`config.mk`:
```
export PLATFORM = sky130hd
export DESIGN_NAME = instr_encoder
export DESIGN_NICKNAME = d
export VERILOG_FILES = /design/src/rtl/isa_pkg.sv /design/src/rtl/instr_pack.sv /design/src/rtl/instr_encoder.sv
export SDC_FILE = /design/constraint.sdc
export NUM_CORES = 1
export LEC_CHECK = 0
export ABC_CLOCK_PERIOD_IN_PS = 5400
export CAP_MARGIN = 0
export CORE_ASPECT_RATIO = 1.2
export CORE_MARGIN = 3
export CORE_UTILIZATION = 25
export CTS_BUF_LIST = sky130_fd_sc_hd__clkbuf_4 sky130_fd_sc_hd__clkbuf_8
export CTS_CLUSTER_DIAMETER = 150
export DETAILED_ROUTE_END_ITERATION = 8
export SYNTH_ARGS = -nofsm -noshare
export SYNTH_HDL_FRONTEND = slang
export SYNTH_SLANG_ARGS = --single-unit
export TNS_END_PERCENT = 5
```
`constraint.sdc`:
```
create_clock -name clock -period 5.4 [get_ports clock]
set_input_delay 1.35 -clock clock [delete_from_list [all_inputs] [get_ports clock]]
set_output_delay 1.35 -clock clock [all_outputs]
set_load 0.01 [all_outputs]
```
`src/rtl/isa_pkg.sv`:
```
// Shared ISA definitions: opcode values, field positions and encoder FSM states.
// Used by both the instruction encoder and the control-path decoder.
package isa_pkg;

    localparam logic [4:0] OP_RTYPE = 5'd0;
    localparam logic [4:0] OP_J     = 5'd1;
    localparam logic [4:0] OP_BNE   = 5'd2;
    localparam logic [4:0] OP_JAL   = 5'd3;
    localparam logic [4:0] OP_JR    = 5'd4;
    localparam logic [4:0] OP_ADDI  = 5'd5;
    localparam logic [4:0] OP_BLT   = 5'd6;
    localparam logic [4:0] OP_SW    = 5'd7;
    localparam logic [4:0] OP_LW    = 5'd8;
    localparam logic [4:0] OP_SETX  = 5'd21;
    localparam logic [4:0] OP_BEX   = 5'd22;
    localparam logic [4:0] OP_BEXEQ = 5'd31;

    // Least-significant bit of each field inside the 32-bit instruction word.
    localparam int OPC_LSB   = 27;
    localparam int RD_LSB    = 22;
    localparam int RS_LSB    = 17;
    localparam int RT_LSB    = 12;
    localparam int SHAMT_LSB = 7;
    localparam int ALU_LSB   = 2;
    localparam int IMM_W     = 17;
    localparam int TGT_W     = 27;

    typedef enum logic [1:0] {
        ST_IDLE  = 2'd0,
        ST_RUN   = 2'd1,
        ST_DRAIN = 2'd2,
        ST_DONE  = 2'd3
    } enc_state_e;

endpackage

```
`src/rtl/instr_pack.sv`:
```
// Combinational packer: decoded fields in, 32-bit ISA word plus a legal flag out.
module instr_pack
    import isa_pkg::*;
(
    input  logic [4:0]       opcode,
    input  logic [4:0]       rd,
    input  logic [4:0]       rs,
    input  logic [4:0]       rt,
    input  logic [4:0]       shamt,
    input  logic [4:0]       alu_op,
    input  logic [IMM_W-1:0] immediate,
    input  logic [TGT_W-1:0] target,
    output logic [31:0]      word,
    output logic             legal
);

    // Select the instruction format by opcode; unknown opcodes are flagged illegal.
    always_comb begin
        word  = 32'd0;
        legal = 1'b1;
        case (opcode)
            OP_RTYPE:                           word = {opcode, rd, rs, rt, shamt, alu_op, 2'b00};
            OP_BNE, OP_ADDI, OP_BLT, OP_SW, OP_LW: word = {opcode, rd, rs, immediate};
            OP_J, OP_JAL, OP_SETX, OP_BEX:      word = {opcode, target};
            OP_JR:                              word = {opcode, rd, 22'd0};
            OP_BEXEQ:                           word = {opcode, rd, target[21:0]};
            default:                            legal = 1'b0;
        endcase
    end

endmodule

```
`src/rtl/instr_encoder.sv`:
```
// Instruction encoder/loader: packs field bundles and writes them to consecutive
// instruction-memory addresses through a one-deep registered output stage.
module instr_encoder
    import isa_pkg::*;
#(
    parameter int AW    = 12,
    parameter int DEPTH = 4096
) (
    input  logic             clock,
    input  logic             reset,
    input  logic             start,
    input  logic [AW-1:0]    start_addr,
    input  logic             finish,
    input  logic             in_valid,
    output logic             in_ready,
    input  logic [4:0]       opcode,
    input  logic [4:0]       rd,
    input  logic [4:0]       rs,
    input  logic [4:0]       rt,
    input  logic [4:0]       shamt,
    input  logic [4:0]       alu_op,
    input  logic [IMM_W-1:0] immediate,
    input  logic [TGT_W-1:0] target,
    output logic             imem_we,
    output logic [AW-1:0]    imem_addr,
    output logic [31:0]      imem_data,
    input  logic             imem_ready,
    output logic [AW:0]      count,
    output logic             illegal,
    output logic             done
);

    localparam logic [AW:0] ADDR_MAX = {1'b0, {AW{1'b1}}};
    localparam logic [AW:0] SPAN     = (AW+1)'(DEPTH - 1);

    enc_state_e    state;
    logic [AW-1:0] next_addr;
    logic [AW-1:0] last_addr;
    logic          last_issued;
    logic [31:0]   word;
    logic          legal;
    logic [AW:0]   last_sum;
    logic [AW-1:0] last_addr_calc;
    logic          transfer;
    logic          issue_last;

    instr_pack u_pack (
        .opcode    (opcode),
        .rd        (rd),
        .rs        (rs),
        .rt        (rt),
        .shamt     (shamt),
        .alu_op    (alu_op),
        .immediate (immediate),
        .target    (target),
        .word      (word),
        .legal     (legal)
    );

    // Last legal address for a new run, capped at the top of the address space.
    always_comb begin
        last_sum       = {1'b0, start_addr} + SPAN;
        last_addr_calc = last_sum[AW-1:0];
        if (last_sum > ADDR_MAX) begin
            last_addr_calc = ADDR_MAX[AW-1:0];
        end else begin
            last_addr_calc = last_sum[AW-1:0];
        end
    end

    assign in_ready   = (state == ST_RUN) && !last_issued && (!imem_we || imem_ready);
    assign transfer   = in_valid && in_ready && !start;
    assign issue_last = transfer && legal && (next_addr == last_addr);

    // FSM, address/count counters and the output stage; start overrides everything.
    always_ff @(posedge clock or posedge reset) begin
        if (reset) begin
            state       <= ST_IDLE;
            next_addr   <= '0;
            last_addr   <= '0;
            last_issued <= 1'b0;
            imem_we     <= 1'b0;
            imem_addr   <= '0;
            imem_data   <= 32'd0;
            count       <= '0;
            illegal     <= 1'b0;
            done        <= 1'b0;
        end else if (start) begin
            state       <= ST_RUN;
            next_addr   <= start_addr;
            last_addr   <= last_addr_calc;
            last_issued <= 1'b0;
            imem_we     <= 1'b0;
            count       <= '0;
            illegal     <= 1'b0;
            done        <= 1'b0;
        end else begin
            if (imem_we && imem_ready) begin
                count   <= count + 1'b1;
                imem_we <= 1'b0;
            end
            if (transfer) begin
                if (legal) begin
                    imem_we   <= 1'b1;
                    imem_addr <= next_addr;
                    imem_data <= word;
                    if (next_addr == last_addr) begin
                        last_issued <= 1'b1;
                    end else begin
                        next_addr <= next_addr + 1'b1;
                    end
                end else begin
                    illegal <= 1'b1;
                end
            end
            case (state)
                ST_RUN: begin
                    if (finish || issue_last) begin
                        state <= ST_DRAIN;
                    end
                end
                ST_DRAIN: begin
                    if (!imem_we) begin
                        state <= ST_DONE;
                        done  <= 1'b1;
                    end
                end
                default: begin
                end
            endcase
        end
    end

endmodule

```
==> results.cfg, run 1 <==
[outcome]
status = finished, final reports clean

[worst_setup_path]
cp_max_fo = 6
criticalPathCategory = in -> out
start_kind = input port
arrival_ns = 2.74
cp_data_required_time_ns = 4.05
end_kind = output pin

[clock_network]
cts_resized = 0
clkTransAtPathRegs_ns = 0.08
cts_buffers = 9
insertion_delay_ns = 0.37
hold_buffers = 0
cts-root-buf = clkbuf_8
clock_sinks = 87
h-tree-depth = 3
tritoncts = done
post-cts-setup-buffers = 0
cts_buffer_depth = 2

[run]
cap_violations = 0

[synth]
synth-xor-area-share_pct = 4.69
ys_ff_latch = 87
netlist_instances = 443
async_reset_ff_share_pct = 100
synth.area.top_cells = dfrtp_1 51%, o21ai_0 5.8%, nand2_1 4.4%
synth_area_um2 = 4300
postSynthAreaPerCell_um2 = 9.70
synth_ff_type = dfrtp_1
synth-adder-area-share_pct = 0.873
seq_area_frac_synth_pct = 50.7
ys_types = 51
synth_commonest_cells = 87 x dfrtp_1, 50 x nand2_1, 50 x o21ai_0, 34 x nor2_1, 18 x inv_1
synth.most_common_cell = dfrtp_1
synth_warnings = 0
synth-edff-count = 0
synth_top_family_by_area = compound AO/OA/AOI/OAI gates
synthSimpleGateAreaFrac_pct = 16.6
synth.top_cell.area_share_pct = 50.7
syn_nets = 538
synth_mux_area_share_pct = 2.33
synth_top_cell_by_area = dfrtp_1
synth_compound_area_share_pct = 20.5

[sta]
slew_headroom_pct = 34.4
fmax_mhz = 244
finalSetupViolCount = 0
clock_skew_ns = 0.00866
worst_slew_pin_slew_ns = 0.984
fin_tns_setup_ns = 0
hold_violations = 0
rsz0062_at_grt = false
slew_violations = 0
period_minus_slack_ns = 4.09
fin_crit_sh_pct = 75.8

[hold_path]
worstHoldPathType = reg -> reg

[routing]
postRouteAntennaNets = 0
wl_um = 12900
dr_total_vias = 3915
first_pass_iters = 7
drcViolationCount = 0
viasPerCell = 4.87
wl_per_cell_um = 16.1
first_iter_violations = 254

[floorplanning]
die_y_um = 150
die_x_um = 126
row_count = 51
ios = 153
dieArea_um2 = 18800
core_area_um2 = 16500
initial_utilization_pct = 26.0

[placement]
portBuffers = 152
gp_congestion = 0.823
placedCellCount = 789
dpl_cell_area_um2 = 6030
dp_hpwl_um = 9650

[global_routing]
grt_pass1_vias = 3995
grt-ovfl-total = 0
antenna_found_initial = 0
grt_pass1_wl_um = 20400
grt_max_degree = 64
grtUsageTotal_pct = 13.6

[power]
cellPowerDensity_nw_per_um2 = 281
p_leak_uw = 0.00244
irDropWorstVdd_uv = 135

[finish]
regArea_um2 = 2180
nets = 683
antenna_cells = 0
multiInputGateArea_um2 = 1940
areaGrowthSynthToFinish_pct = 44.9
fillers = 1621
fin_util_pct = 37.7
instances_no_fill = 804
design_area_um2 = 6230
drive_above_1_share_pct = 7.60
## logic make-up after synthesis
logic type | count (synthesis)
AO/OA/AOI/OAI | 131
multiplexers | 9
AND/OR/NAND/NOR | 146
buffers and inverters | 44
XOR/XNOR | 23
flip-flops | 87
adder cells (fa/ha/maj) | 3
## cells in the final DEF, fill, tap and decap left out, types with 5 or more instances in the layout
master / netlist / layout
clkdlybuf4s50_1: 0 / 152
dfrtp_1: 87 / 87
nand2_1: 50 / 50
o21ai_0: 50 / 50
nor2_1: 34 / 34
inv_1: 18 / 17
xnor2_1: 16 / 16
a222oi_1: 15 / 15
a31oi_1: 13 / 13
a22oi_1: 13 / 13
nand4_1: 10 / 10
nand3_1: 10 / 10
a21oi_1: 10 / 10
clkbuf_8: 0 / 10
mux2_2: 8 / 8
xor2_1: 7 / 7
buf_4: 3 / 7
o31ai_1: 6 / 6
or4_1: 6 / 6
or3_1: 6 / 6
or2_2: 6 / 6
and4_1: 5 / 5
## stage by stage
step / total power, uW / setup WS (ns) / hold slack, ns
5_1_grt: 1870 / 1.21 / 0.512
2_1_floorplan: 1010 / 1.80 / 0.459
3_3_place_gp: 1300 / 1.32 / 0.463
6_report: 1750 / 1.31 / 0.485
3_5_place_dp: 1310 / 1.30 / 0.472
4_1_cts: 1790 / 1.30 / 0.491
## per-layer routing
layer	share of wire [%]	global-route usage [%]	up-vias	wire length, um
met5	0	0	-	0
met4	1.5	5.53	0	190
met3	5.4	3.18	14	698
met2	52	24.1	111	6720
met1	41	15.7	1882	5340
li1	-	-	1908	-
## registers in the layout (all words and copies together), names as in the netlist
register and flops:
state 2, count 13, last_addr 12, imem_we 1, illegal 1, imem_addr 12
imem_data 32, last_issued 1, done 1, next_addr 12
## area by class of cell
cell class	instances	area share (%)
Clock buffer	10	2.21
Clock inverter	5	0.945
Inverter	19	1.17
Multi-Input combinational cell	312	31.2
Sequential cell	87	35.0
Tap cell	212	4.26
Timing Repair Buffer	159	25.3
## where the power goes
group,switching [uW],leakage [uW],internal [uW]
clock network,237,0.0000944,224
registers,65.5,0.00108,744
logic,206,0.00127,274
total,509,0.00244,1240
## final timing paths
path | to | start | cells past startpoint | slack (ns)
worst max-delay path | in_ready | imem_ready | 4 | 1.31
worst min-delay path | imem_data[22]$_DFFE_PP0P_ | imem_data[22]$_DFFE_PP0P_ | 2 | 0.49
worst max register to register | next_addr[1]$_DFFE_PP0P_ | next_addr[0]$_DFFE_PP0P_ | 5 | 3.27
worst min register to register | imem_data[22]$_DFFE_PP0P_ | imem_data[22]$_DFFE_PP0P_ | 2 | 0.49
max in group asynchronous | imem_data[2]$_DFFE_PP0P_ | reset | 3 | 2.94
min in group asynchronous | count[2]$_DFFE_PP0P_ | reset | 2 | 1.46
## critical path, cell delays in order
cell	delay [ns]
clkdlybuf4s50_1	0.55
nand2b_1	0.16
and3_1	0.15
clkdlybuf4s50_1	0.53
Note: power is estimated with default switching activity, not from simulation.
==> run 2: changes to the inputs <==
- ABC_CLOCK_PERIOD_IN_PS: 5400 -> 3300
- clock period: 5.4 -> 3.3 ns (I/O delays scaled with it)
==> run 2 against run 1 <==
  * Critical endpoint unchanged
  * Critical path depth stayed put
  * Largest power group unchanged
  * Clock-buffer cell count grew 1
  * Via count increased by 2.5%
  * Die area stayed put
  * Cell count up 0.75%
  * Non-clock buffer count is 5 higher
  * Worst hold slack gained 0.0018 ns
  * Register-to-register slack lost 2.2 ns
  * Largest cell class unchanged
  * First-iteration DRC count grew 2.0%
  * Worst setup slack got worse by 1.0 ns
==> results.cfg, run 2 (synthesis results as in run 1) <==
[floorplanning]
die_y_um = 150
initial_utilization_pct = 26.0
dieArea_um2 = 18800
die_x_um = 126
core_area_um2 = 16500
ios = 153
row_count = 51

[worst_setup_path]
criticalPathCategory = in -> out
cp_data_required_time_ns = 2.47
start_kind = input port
cp-startpoint = imem_ready
r2r_start = next_addr[0]$_DFFE_PP0P_
end_kind = output pin
cp_max_fo = 6
arrival_ns = 2.22

[power]
internal-power_uw = 2270
cellPowerDensity_nw_per_um2 = 488
p_sw_uw = 833
clock_power_share_pct = 31.9
seq_power_share_pct = 42.6
swShare_pct = 26.8
power_frac_comb_pct = 25.5
irDropWorstVdd_uv = 228
p_leak_uw = 0.00252

[sta]
clock_skew_ns = 0.0105
finalWorstSetupSlack_ns = 0.260
rsz0062_at_grt = false
fin_crit_sh_pct = 92.1
fmax_mhz = 329
hold_violations = 0
slew_violations = 0
fin_tns_setup_ns = 0
worst_slew_pin_slew_ns = 0.975
finalSetupViolCount = 0
slew_headroom_pct = 34.5
period_minus_slack_ns = 3.04

[clock_network]
cts-root-buf = clkbuf_8
clkTransAtPathRegs_ns = 0.08
post-cts-setup-buffers = 0
h-tree-depth = 3
tritoncts = done
cts_buffers = 9
insertion_delay_ns = 0.37
cts_buffer_depth = 2
hold_buffers = 0
clock_sinks = 87
cts_resized = 0

[routing]
drcViolationCount = 0
postRouteAntennaNets = 0
wl_per_cell_um = 16.1
wl_um = 13000
viasPerCell = 4.96
dr_total_vias = 4014
first_iter_violations = 259
first_pass_iters = 7

[global_routing]
grt_max_degree = 64
gr-usage-met2_pct = 24.9
top_usage_layer = met2
gr-usage-met1_pct = 16.2
grt_pass1_wl_um = 21000
grtUsageTotal_pct = 13.9
grt_pass1_vias = 4108
grt-ovfl-total = 0
antenna_found_initial = 0
use_met3_pct = 3.11

[finish]
top_regs = imem_data x32, count x13
largest_register = imem_data
nets = 688
fillers = 1634
layout_commonest_cell = clkdlybuf4s50_1
layout_common_cells = 152 x clkdlybuf4s50_1, 87 x dfrtp_1, 50 x nand2_1, 50 x o21ai_0, 34 x nor2_1
antenna_cells = 0
drive_above_1_share_pct = 8.53
areaGrowthSynthToFinish_pct = 48.0
largest_reg_flops = 32

[placement]
gp_congestion = 0.808
dp_hpwl_um = 9770
portBuffers = 152
post-place-ws_ns = 0.0585

[hold_path]
worstHoldPathType = reg -> reg
hold_start = imem_data[21]$_DFFE_PP0P_

[run]
cap_violations = 0

[outcome]
status = finished, final reports clean
run 2: changes by cell type in the layout (fill, tap and decap cells not counted):
cell and change:
buf_12 +2, buf_4 +3, bufinv_16 +3, clkbuf_4 +2, clkbuf_8 -1, clkinv_2 -1
clkinv_4 -1, clkinvlp_4 -2, inv_6 +1
run 2: routing by layer:
layer / vias up / part of all wire (%)
met5: - / 0
met4: 0 / 1.4
met3: 12 / 5.1
met2: 123 / 52
met1: 1960 / 42
li1: 1919 / -
run 2: per-stage QoR:
stage | power [uW] | hold WS (ns) | utilization (%) | instances | instance area (um^2)
floorplan | 1650 | 0.459 | - | 443 | 4300
global placement | 2130 | 0.462 | 36.9 | 794 | 6090
detailed placement | 2150 | 0.470 | 36.9 | 794 | 6090
CTS | 3160 | 0.491 | 38.5 | 810 | 6360
global route | 3290 | 0.513 | 38.5 | 810 | 6360
finish | 3110 | 0.487 | 38.5 | 810 | 6360
run 2: power groups by stage:
stage | clock [uW] | combinational (uW) | sequential [uW]
2_1_floorplan | 0 | 261 | 1390
3_3_place_gp | 0 | 790 | 1340
3_5_place_dp | 0 | 803 | 1350
4_1_cts | 1030 | 806 | 1330
5_1_grt | 1080 | 864 | 1350
6_report | 990 | 792 | 1320
run 2: final timing paths:
path                                              to  cells past startpoint  slack, ns
setup / recovery                            in_ready                      4       0.26
hold / removal             imem_data[21]$_DFFE_PP0P_                      2       0.49
setup reg to reg            next_addr[1]$_DFFE_PP0P_                      5       1.12
hold reg to reg            imem_data[21]$_DFFE_PP0P_                      2       0.49
max in group asynchronous       state[1]$_DFFE_PP0P_                      3       1.79
min in group asynchronous  imem_data[22]$_DFFE_PP0P_                      2       0.79
run 2: area by class of cell:
type	instances	area [um^2]	area share, %
flip-flops and latches	87	2180	34.2
multi-input cells	312	1940	30.5
clock inverters	5	129	2.03
inverters	19	72.6	1.14
repair buffers	164	1640	25.7
well taps	212	265	4.17
clock buffers	11	139	2.18
run 2: critical path, cell delays in order:
cell,delay (ns)
clkdlybuf4s50_1,0.54
nand2b_1,0.15
and3_1,0.16
clkdlybuf4s50_1,0.53
